[config.mk]
export PLATFORM = sky130hd
export DESIGN_NAME = pipe_controller
export DESIGN_NICKNAME = d
export VERILOG_FILES = /design/src/rtl/ctrl_pkg.sv /design/src/rtl/ctrl_decode.sv /design/src/rtl/pipe_controller.sv
export SDC_FILE = /design/constraint.sdc
export NUM_CORES = 1
export LEC_CHECK = 0
export CORE_UTILIZATION = 34
export CTS_CLUSTER_DIAMETER = 40
export CTS_CLUSTER_SIZE = 12
export DETAILED_ROUTE_END_ITERATION = 10
export PLACE_DENSITY_LB_ADDON = 0.3
export SLEW_MARGIN = 10
export SYNTH_ARGS = -nofsm -noshare
export SYNTH_HDL_FRONTEND = slang
export SYNTH_SLANG_ARGS = --single-unit
[constraint.sdc]
create_clock -name clk -period 2.41 [get_ports clk]
set_input_delay 0.241 -clock clk [delete_from_list [all_inputs] [get_ports clk]]
set_output_delay 0.241 -clock clk [all_outputs]
set_load 0.005 [all_outputs]
[src/rtl/ctrl_pkg.sv]
`default_nettype none
// ============================================================================
//  Package    : ctrl_pkg
//  Description: Shared opcodes, ALU-operation encoding, forwarding selects
//               and the per-instruction control bundle for pipe_controller.
//  Revision   : 1.0  initial release
// ============================================================================
package ctrl_pkg;

  // RV32 major opcodes recognised by the decoder
  localparam logic [6:0] OP_R      = 7'b0110011;
  localparam logic [6:0] OP_IMM    = 7'b0010011;
  localparam logic [6:0] OP_LOAD   = 7'b0000011;
  localparam logic [6:0] OP_STORE  = 7'b0100011;
  localparam logic [6:0] OP_BRANCH = 7'b1100011;
  localparam logic [6:0] OP_JAL    = 7'b1101111;
  localparam logic [6:0] OP_JALR   = 7'b1100111;
  localparam logic [6:0] OP_LUI    = 7'b0110111;
  localparam logic [6:0] OP_AUIPC  = 7'b0010111;

  // ALU second-operand source
  localparam logic [1:0] SRC_RS2 = 2'b00;
  localparam logic [1:0] SRC_PC  = 2'b01;
  localparam logic [1:0] SRC_IMM = 2'b10;

  // ALU operation class handed to the EX stage
  typedef enum logic [3:0] {
    ALU_REG    = 4'd0,
    ALU_IMM    = 4'd1,
    ALU_ADDR   = 4'd2,
    ALU_BRANCH = 4'd3,
    ALU_LINK   = 4'd4,
    ALU_LUI    = 4'd5
  } alu_op_t;

  // EX operand source select
  typedef enum logic [1:0] {
    FWD_REGFILE = 2'b00,
    FWD_MEM     = 2'b01,
    FWD_WB      = 2'b10
  } fwd_sel_t;

  // Control bundle produced by decode and carried into EX
  typedef struct packed {
    logic       RegWrite;
    logic       MemRead;
    logic       MemWrite;
    logic       MemtoReg;
    logic [1:0] ALUSrc;
    alu_op_t    ALUOp;
    logic       uses_rs1;
    logic       uses_rs2;
  } ctrl_t;

endpackage
`default_nettype wire

[src/rtl/ctrl_decode.sv]
`default_nettype none
// ============================================================================
//  Module     : ctrl_decode
//  Description: Purely combinational opcode decoder. Produces the control
//               bundle for the ID instruction and flags unsupported opcodes.
//  Revision   : 1.0  initial release
// ============================================================================
module ctrl_decode
  import ctrl_pkg::*;
(
  input  logic [31:0] inst,
  output ctrl_t       ctrl,
  output logic        illegal
);

  // Only the opcode field drives control; the rest of the word is decoded
  // downstream by the datapath.
  logic unused_inst_bits;
  assign unused_inst_bits = ^inst[31:7];

  // Opcode table; anything unlisted is illegal and yields an all-zero bundle
  always_comb begin
    ctrl    = '0;
    illegal = 1'b0;
    case (inst[6:0])
      OP_R: begin
        ctrl.ALUOp    = ALU_REG;
        ctrl.RegWrite = 1'b1;
        ctrl.uses_rs1 = 1'b1;
        ctrl.uses_rs2 = 1'b1;
      end
      OP_IMM: begin
        ctrl.ALUOp    = ALU_IMM;
        ctrl.ALUSrc   = SRC_IMM;
        ctrl.RegWrite = 1'b1;
        ctrl.uses_rs1 = 1'b1;
      end
      OP_LOAD: begin
        ctrl.ALUOp    = ALU_ADDR;
        ctrl.ALUSrc   = SRC_IMM;
        ctrl.MemRead  = 1'b1;
        ctrl.MemtoReg = 1'b1;
        ctrl.RegWrite = 1'b1;
        ctrl.uses_rs1 = 1'b1;
      end
      OP_STORE: begin
        ctrl.ALUOp    = ALU_ADDR;
        ctrl.ALUSrc   = SRC_IMM;
        ctrl.MemWrite = 1'b1;
        ctrl.uses_rs1 = 1'b1;
        ctrl.uses_rs2 = 1'b1;
      end
      OP_BRANCH: begin
        ctrl.ALUOp    = ALU_BRANCH;
        ctrl.uses_rs1 = 1'b1;
        ctrl.uses_rs2 = 1'b1;
      end
      OP_JAL: begin
        ctrl.ALUOp    = ALU_LINK;
        ctrl.ALUSrc   = SRC_PC;
        ctrl.RegWrite = 1'b1;
      end
      OP_JALR: begin
        ctrl.ALUOp    = ALU_LINK;
        ctrl.ALUSrc   = SRC_PC;
        ctrl.RegWrite = 1'b1;
        ctrl.uses_rs1 = 1'b1;
      end
      OP_LUI: begin
        ctrl.ALUOp    = ALU_LUI;
        ctrl.RegWrite = 1'b1;
      end
      OP_AUIPC: begin
        ctrl.ALUOp    = ALU_IMM;
        ctrl.ALUSrc   = SRC_PC;
        ctrl.RegWrite = 1'b1;
      end
      default: begin
        illegal = 1'b1;
      end
    endcase
  end

endmodule
`default_nettype wire

[src/rtl/pipe_controller.sv]
`default_nettype none
// ============================================================================
//  Module     : pipe_controller
//  Description: Pipelined control unit. Decodes ID, carries control through
//               EX/MEM/WB, detects load-use and RAW hazards, selects operand
//               forwarding and squashes the wrong path on an EX redirect.
//  Revision   : 1.0  initial release
// ============================================================================
module pipe_controller
  import ctrl_pkg::*;
#(
  parameter int RADDR_W = 5,
  parameter bit FWD_EN  = 1'b1
) (
  input  logic               clk,
  input  logic               rst,
  input  logic               id_valid,
  input  logic [31:0]        id_inst,
  input  logic               ex_redirect,
  output logic               stall,
  output logic               flush,
  output logic               id_illegal,
  output logic               ex_valid,
  output logic [1:0]         ex_ALUSrc,
  output logic [3:0]         ex_ALUOp,
  output logic [1:0]         fwd_a,
  output logic [1:0]         fwd_b,
  output logic               mem_valid,
  output logic               mem_MemRead,
  output logic               mem_MemWrite,
  output logic               wb_valid,
  output logic               wb_RegWrite,
  output logic               wb_MemtoReg,
  output logic [RADDR_W-1:0] wb_rd
);

  // A producer matches a consumer source when it is live, writes the
  // register file, and targets the same non-zero register.
  function automatic logic hit(input logic vld, input logic rw,
                               input logic [RADDR_W-1:0] rd,
                               input logic [RADDR_W-1:0] rs);
    return vld && rw && (rd != '0) && (rd == rs);
  endfunction

  // ---------------------------------------------------------------- ID ----
  ctrl_t              id_ctrl;
  logic               id_bad;
  logic               id_live;
  logic [RADDR_W-1:0] id_rd;
  logic [RADDR_W-1:0] id_rs1;
  logic [RADDR_W-1:0] id_rs2;

  ctrl_decode u_decode (
    .inst    (id_inst),
    .ctrl    (id_ctrl),
    .illegal (id_bad)
  );

  assign id_rd   = id_inst[7  +: RADDR_W];
  assign id_rs1  = id_inst[15 +: RADDR_W];
  assign id_rs2  = id_inst[20 +: RADDR_W];
  assign id_live = id_valid && !id_bad;

  // ------------------------------------------------------ stage state ----
  logic               ex_vld;
  ctrl_t              ex_ctl;
  logic [RADDR_W-1:0] ex_rd;
  logic [RADDR_W-1:0] ex_rs1;
  logic [RADDR_W-1:0] ex_rs2;

  logic               mem_vld;
  logic               mem_rw;
  logic               mem_mr;
  logic               mem_mw;
  logic               mem_m2r;
  logic [RADDR_W-1:0] mem_dst;

  logic               wb_vld;
  logic               wb_rw;
  logic               wb_m2r;
  logic [RADDR_W-1:0] wb_dst;

  // ---------------------------------------------------------- hazards ----
  logic id_dep_ex;
  logic raw_stall;
  logic ex_load;

  assign id_dep_ex = id_live &&
                     ((id_ctrl.uses_rs1 && hit(ex_vld, ex_ctl.RegWrite, ex_rd, id_rs1)) ||
                      (id_ctrl.uses_rs2 && hit(ex_vld, ex_ctl.RegWrite, ex_rd, id_rs2)));

  generate
    if (FWD_EN) begin : g_fwd
      fwd_sel_t sel_a;
      fwd_sel_t sel_b;

      // Only a load in EX cannot be forwarded in time
      assign raw_stall = id_dep_ex && ex_ctl.MemRead;

      // Youngest producer wins: MEM before WB
      always_comb begin
        sel_a = FWD_REGFILE;
        sel_b = FWD_REGFILE;
        if (ex_vld && ex_ctl.uses_rs1) begin
          if (hit(mem_vld, mem_rw, mem_dst, ex_rs1))     sel_a = FWD_MEM;
          else if (hit(wb_vld, wb_rw, wb_dst, ex_rs1))   sel_a = FWD_WB;
        end
        if (ex_vld && ex_ctl.uses_rs2) begin
          if (hit(mem_vld, mem_rw, mem_dst, ex_rs2))     sel_b = FWD_MEM;
          else if (hit(wb_vld, wb_rw, wb_dst, ex_rs2))   sel_b = FWD_WB;
        end
      end

      assign fwd_a = sel_a;
      assign fwd_b = sel_b;
    end else begin : g_no_fwd
      logic id_dep_mem;
      logic unused_fwd_regs;

      // Without bypass paths, wait until the producer has reached WB; the
      // write-through register file covers the WB case.
      assign id_dep_mem = id_live &&
                          ((id_ctrl.uses_rs1 && hit(mem_vld, mem_rw, mem_dst, id_rs1)) ||
                           (id_ctrl.uses_rs2 && hit(mem_vld, mem_rw, mem_dst, id_rs2)));
      assign raw_stall  = id_dep_ex || id_dep_mem;

      assign fwd_a = FWD_REGFILE;
      assign fwd_b = FWD_REGFILE;

      assign unused_fwd_regs = ^{ex_rs1, ex_rs2, ex_ctl.uses_rs1, ex_ctl.uses_rs2};
    end
  endgenerate

  // A redirect always wins: the ID instruction is on the wrong path anyway
  assign stall      = raw_stall && !ex_redirect;
  assign flush      = ex_redirect;
  assign id_illegal = id_valid && id_bad;
  assign ex_load    = id_live && !raw_stall && !ex_redirect;

  // Pipeline registers; EX takes a bubble whenever ID does not advance
  always_ff @(posedge clk or posedge rst) begin
    if (rst) begin
      ex_vld  <= 1'b0;
      ex_ctl  <= '0;
      ex_rd   <= '0;
      ex_rs1  <= '0;
      ex_rs2  <= '0;
      mem_vld <= 1'b0;
      mem_rw  <= 1'b0;
      mem_mr  <= 1'b0;
      mem_mw  <= 1'b0;
      mem_m2r <= 1'b0;
      mem_dst <= '0;
      wb_vld  <= 1'b0;
      wb_rw   <= 1'b0;
      wb_m2r  <= 1'b0;
      wb_dst  <= '0;
    end else begin
      if (ex_load) begin
        ex_vld <= 1'b1;
        ex_ctl <= id_ctrl;
        ex_rd  <= id_rd;
        ex_rs1 <= id_rs1;
        ex_rs2 <= id_rs2;
      end else begin
        ex_vld <= 1'b0;
        ex_ctl <= '0;
        ex_rd  <= '0;
        ex_rs1 <= '0;
        ex_rs2 <= '0;
      end
      mem_vld <= ex_vld;
      mem_rw  <= ex_ctl.RegWrite;
      mem_mr  <= ex_ctl.MemRead;
      mem_mw  <= ex_ctl.MemWrite;
      mem_m2r <= ex_ctl.MemtoReg;
      mem_dst <= ex_rd;
      wb_vld  <= mem_vld;
      wb_rw   <= mem_rw;
      wb_m2r  <= mem_m2r;
      wb_dst  <= mem_dst;
    end
  end

  // ---------------------------------------------------------- outputs ----
  assign ex_valid     = ex_vld;
  assign ex_ALUSrc    = ex_vld ? ex_ctl.ALUSrc : 2'b00;
  assign ex_ALUOp     = ex_vld ? ex_ctl.ALUOp  : 4'd0;
  assign mem_valid    = mem_vld;
  assign mem_MemRead  = mem_vld && mem_mr;
  assign mem_MemWrite = mem_vld && mem_mw;
  assign wb_valid     = wb_vld;
  assign wb_RegWrite  = wb_vld && wb_rw;
  assign wb_MemtoReg  = wb_vld && wb_m2r;
  assign wb_rd        = wb_vld ? wb_dst : '0;

endmodule
`default_nettype wire
# Word-level counts from Yosys, hierarchy flattened
# Cells that the tools add are included.
[op_classes] add_sub_neg=0 n_mul=0 n_div=0 n_lt_le_gt_ge=0 eq_ne=15 shift=0 mux=22 n_bitwise=0 n_reduce_logical=41
[op_table] op="5-bit == test" n=6
[op_table] op="1-bit logical AND" n=26
[op_table] op="7-bit by 6-bit == test with 1-bit output (second input constant)" n=3
[op_table] op="7-bit == test (second input constant)" n=3
[op_table] op="5-bit two-way mux" n=4
[op_table] op="3-bit one-hot mux with 5 select lines" n=1
[op_table] op="5-bit nonzero test" n=3
[op_table] op="7-bit by 5-bit == test with 1-bit output (second input constant)" n=2
[op_table] op="2-bit two-way mux" n=7
[op_table] op="12-bit two-way mux" n=1
[op_table] op="3-bit OR reduction" n=3
[op_table] op="9-bit OR reduction" n=1
[op_table] op="7-bit by 2-bit == test with 1-bit output (second input constant)" n=1
[op_table] op="1-bit two-way mux" n=7
[op_table] op="7-bit OR reduction" n=1
[op_table] op="2-bit OR reduction" n=3
[op_table] op="6-bit OR reduction" n=1
[op_table] op="4-bit two-way mux" n=1
[op_table] op="2-bit one-hot mux with 2 select lines" n=1
[op_table] op="1-bit zero test" n=2
[op_table] op="1-bit logical OR" n=1
[word_totals] reg_bits=46 latchBits=0 ramBits=0 mem_bits_ro=0 inputBits=36 out_inout_bits=25 wordCells=100 mem_count=0

# Logic depth before layout (Yosys ltp)
[logic_depth] word_depth=11 ltp_mapped=7

# Modules after synthesis
# From an unflattened synthesis, not the netlist that was laid out.
[hier_totals] hier_cells=218 hier_area_um2=2272.2
[modules_own_cells] mod="pipe_controller" n_inst=1 cells_per_inst=186 area_per_inst_um2=2065.7
[modules_own_cells] mod="ctrl_decode" n_inst=1 cells_per_inst=32 area_per_inst_um2=206.4

# Worst setup path before layout
# Ideal clock, no wire load.
[synth_path] kind="reg-to-reg" start="reg ex_rd[1]" end="reg ex_ctl[0] (netlist bit)" setup_ns=0.067 t_arrival_ns=1.707 required_time_ns=2.343 path_slack_ns=0.637 stages_incl_launch_ff=7 period_less_slack_ns=1.773 cell_sequence="dfrtp_1 > or4_1 > o2111ai_2 > nor4_2 > nor3_4 > buf_4 > and3_1"
[synth_via] elab_chain_len=11 elab_cells_between_ends=15 classes_between="eq/ne (2); mux (1); reduce/logical (12)"
[synth_lines] element="start, declared" line_no="pipe_controller.sv:67" source="logic [RADDR_W-1:0] ex_rd;"
[synth_lines] element="start signal, assigned" line_no="pipe_controller.sv:162" source="ex_rd <= id_rd;"
[synth_lines] element="5-bit nonzero test" line_no="pipe_controller.sv:42" source="return vld && rw && (rd != '0) && (rd == rs);"
[synth_lines] element="1-bit logical AND (2 in a row)" line_no="pipe_controller.sv:42"
[synth_lines] element="1-bit logical AND, on equally long branches" line_no="pipe_controller.sv:89, pipe_controller.sv:90"
[synth_lines] element="1-bit logical OR (*)" line_no="pipe_controller.sv:89" source="((id_ctrl.uses_rs1 && hit(ex_vld, ex_ctl.RegWrite, ex_rd, id_rs1)) ||"
[synth_lines] element="1-bit logical AND (*)" line_no="pipe_controller.sv:88" source="assign id_dep_ex = id_live &&"
[synth_lines] element="1-bit logical AND (*)" line_no="pipe_controller.sv:98" source="assign raw_stall = id_dep_ex && ex_ctl.MemRead;"
[synth_lines] element="1-bit zero test (*)" line_no="pipe_controller.sv:138" source="assign ex_load = id_live && !raw_stall && !ex_redirect;"
[synth_lines] element="1-bit logical AND (*) (2 in a row)" line_no="pipe_controller.sv:138"
[synth_lines] element="12-bit two-way mux (*)" line_no="pipe_controller.sv:159" source="if (ex_load) begin"
[synth_lines] element="end signal, assigned" line_no="pipe_controller.sv:161" source="ex_ctl <= id_ctrl;"
[synth_lines] element="end, declared" line_no="pipe_controller.sv:66" source="ctrl_t ex_ctl;"
# Mark *: on every way between the ends. The rest lies on a longest branch, timed or not.

# Worst setup path in the final report
[layout_path] start="in id_inst[2]" end="out id_illegal"
[layout_via] elab_chain_len=4 elab_cells_between_ends=12 classes_between="eq/ne (9); mux (1); reduce/logical (2)"
[layout_lines] element="start, declared" line_no="pipe_controller.sv:18" source="input logic [31:0] id_inst,"
[layout_lines] element="7-bit by 6-bit == test with 1-bit output, or another cell as far along" line_no="ctrl_decode.sv:25" source="case (inst[6:0])"
[layout_lines] element="9-bit OR reduction (no source line) (*)"
[layout_lines] element="1-bit two-way mux (*)" line_no="ctrl_decode.sv:25"
[layout_lines] element="1-bit logical AND (*)" line_no="pipe_controller.sv:137" source="assign id_illegal = id_valid && id_bad;"
[layout_lines] element="end, declared" line_no="pipe_controller.sv:22" source="output logic id_illegal,"
# Marked as above.

==> impl_metrics.toml <==
[global_route]
met2_usage_pct = 27.8
grt_antenna_before_repair = 0
largest_net_degree_at_the_start_of_global_routing = 44
grt_overflow_total = 0
global_route_wire_length_before_repair_mm = 7.31
global_route.usage.total_pct = 15.3
gr-max-usage-layer = "met2"
grt_pass1_vias = 1588
grt.met1_usage_pct = 17.3
grt_util_met3_pct = 3.09

[yosys]
synth_area_um2 = 2050
count_of_state_elements_after_synthesis = 43
seq_area_frac_synth_pct = 52.6
yosysMostFrequentCell = "sky130_fd_sc_hd__dfrtp_1"
synth_enable_flop_cells = 0
synth_area_per_cell_um2 = 11.3
synth_fp_nets = 217
ys.flop_type = "sky130_fd_sc_hd__dfrtp_1"
number_of_warnings_reported_in_the_yosys_synthesis_log = 0
async_flop_share_pct = 100
netlist.area_leader.share_pct = 52.6
synth.lib_cells_used.distinct = 38
syn_inst = 181
yosys-top-cells-area = "sky130_fd_sc_hd__dfrtp_1 (53%), sky130_fd_sc_hd__and2_1 (8.6%), sky130_fd_sc_hd__xnor2_1 (7.3%)"
synth_largest_area_cell = "sky130_fd_sc_hd__dfrtp_1"
synth.cells.most_frequent = "sky130_fd_sc_hd__dfrtp_1 (43), sky130_fd_sc_hd__and2_1 (28), sky130_fd_sc_hd__xnor2_1 (17)"

[critical_path]
r2r-end = "ex_ctl[0]"
path_class = "in -> out"
reg2reg_depth = 7
timing.reg2reg.setup_slack_ns = 0.42
required_ns = 2.17
timing.critical_path.arrival_ns = 2.02
rr_startpoint = "ex_rd[2]"
crit_fanout = 3
crit_path_end_kind = "primary output"
critical_path.startpoint_type = "input pin"

[timing]
worst-slew-pin-transition_ns = 0.516
layout_worst_path_cycle_share_pct = 94.0
max_freq_mhz = 441
final_period_minus_worst_setup_slack_ns = 2.27
worst_clock_skew_ns = 0.00296
report.final.hold_viol_count = 0
maxSlewHeadroom_pct = 65.6
setup-violations-final = 0
finalMaxSlewViolations = 0
worst_hold_slack_ns = 0.350

[drt]
num_vias = 1524
routed_wire_length_per_instance_um = 13.2
drt_pass1_iterations = 4
routed_wirelength_mm = 4.28
first_iter_violations = 49
drt_drc = 0
ant_nets = 0
post_drt_via_cell_ratio = 4.72

[pwr]
vdd_drop_max_mv = 0.289
static-leakage-power_nw = 1.39
design_power_total_w = 0.00130
cellPowerDensity_nw_per_um2 = 452

[final_layout]
diode_insertion_count_for_antenna_repair = 0
fill_cells = 531
post_route_cells_drive_above_1_share_pct = 17.9
nNetsFinal = 287
instances_no_fill = 323
area_growth_pct = 40.3

[die]
core_region_area_um2 = 5640
floorplan.io_pins = 61
die_h_um = 79.6
core.rowCount = 27
die_width_um = 79.6
initial_utilization_pct = 36.3
fp.dieArea_um2 = 6330

[worst_hold_path]
worstHoldPathType = "reg -> reg"
hold_end = "mem_mw"
worst_hold_path.num_cells = 0
worstHoldStart = "ex_ctl[9]"

[clocking]
cts.sinks = 43
cts_made_buffers = 5
cts_tree = "yes"
worst_skew_pair.late_latency_ns = 0.28
cts_root_buf = "sky130_fd_sc_hd__clkbuf_8"
clockBufferDepth = 2
cts.reportedPaths.clkPinSlew_ns = 0.07
cts_htree_levels = 2

[job]
timing.max_cap.violations = 0

[placement]
dp.final_hpwl_mm = 3.18
place.port_buffers = 49
place.gp.congestion = 0.830
place.detailed.instances = 308

[status]
outcome = "completed"
## power breakdown
part           internal, W  total, W  switching, W
Sequential        0.000725  0.000730    0.00000499
Clock             0.000224  0.000441      0.000217
Combinational    0.0000701  0.000125     0.0000552
Total              0.00102   0.00130      0.000277
## through the flow
step	utilization (%)	setup TNS (ns)	worst slack [ns]	cell area, um^2
final	50.9	0	0.145	2870
after global routing	50.9	-0.00417	-0.00417	2870
after CTS	50.1	0	0.00258	2830
after detailed placement	47.5	0	0.0594	2680
after global placement	47.5	0	0.0801	2680
after floorplan	-	0	0.637	2050
## sequential cells by signal (all words and copies together) (netlist names)
| signal | count |
|---|---|
| mem_valid | 1 |
| ex_rd | 5 |
| ex_rs1 | 5 |
| ex_ctl | 10 |
| ex_valid | 1 |
| ex_rs2 | 5 |
| mem_rw | 1 |
| mem_mw | 1 |
| wb_rw | 1 |
| mem_m2r | 1 |
| wb_m2r | 1 |
| mem_dst | 5 |
| wb_valid | 1 |
| wb_dst | 5 |
## layer usage
metal	vias up	share of wire, %	routed length, um
met3	6	4.0	172
met1	728	42	1800
met2	40	52	2230
met4	0	1.7	72
li1	750	-	-
met5	-	0	0
## timing repair
item,CTS,global route
endpoints found under the setup margin,5,6
hold buffers,0,0
resized for setup,6,17
setup buffers,6,2
pin swaps,1,10
## critical path, cell delays in order
cell,delay (ns)
sky130_fd_sc_hd__clkdlybuf4s50_1,0.47
sky130_fd_sc_hd__and4bb_2,0.27
sky130_fd_sc_hd__a21boi_2,0.19
sky130_fd_sc_hd__nor4b_1,0.30
sky130_fd_sc_hd__clkdlybuf4s50_1,0.55
## cell usage in the layout (no fill, tap or decap), types with 4 or more instances in the layout
cell type | Yosys | final
sky130_fd_sc_hd__xnor2_1 | 17 | 16
sky130_fd_sc_hd__xor2_1 | 13 | 13
sky130_fd_sc_hd__nor2_1 | 6 | 6
sky130_fd_sc_hd__o21ai_0 | 4 | 4
sky130_fd_sc_hd__clkdlybuf4s50_1 | 0 | 43
sky130_fd_sc_hd__and3_1 | 6 | 6
sky130_fd_sc_hd__clkbuf_8 | 0 | 6
sky130_fd_sc_hd__nand2_1 | 4 | 4
sky130_fd_sc_hd__buf_4 | 4 | 20
sky130_fd_sc_hd__nor2b_1 | 4 | 4
sky130_fd_sc_hd__and2_1 | 28 | 28
sky130_fd_sc_hd__dfrtp_1 | 43 | 42
sky130_fd_sc_hd__nor3_1 | 6 | 4
sky130_fd_sc_hd__nand4_1 | 4 | 4
## kinds of logic (layout without fill, tap and decap cells)
logic type,after synthesis,count (layout),share of synthesized area [%]
simple gates,83,83,25.9
compound gates,15,15,5.93
xor+xnor,30,30,12.8
flops,43,43,52.6
other cells,1,1,0.183
buf+inv,9,79,2.51
## worst max path at each step
stage               startpoint          to  slack [ns]
finish              id_inst[2]  id_illegal        0.14
global route        mem_dst[0]    fwd_b[1]      -0.004
CTS                 mem_dst[0]    fwd_a[0]       0.003
detailed placement  id_inst[5]       stall        0.06
global placement    id_inst[5]       stall        0.08
floorplan             ex_rd[1]   ex_ctl[0]        0.64
## layout make-up
type                       count  area (um^2)  area share, %
clock inverter                 1         5.00          0.174
sequential                    43         1080           37.5
clock buffer                   6         82.6           2.88
inverter                       2         7.51          0.262
tap                           72         90.1           3.14
multi-input combinational    129          963           33.6
timing repair buffer          70          644           22.4
Note: power is estimated with default switching activity, not from simulation.
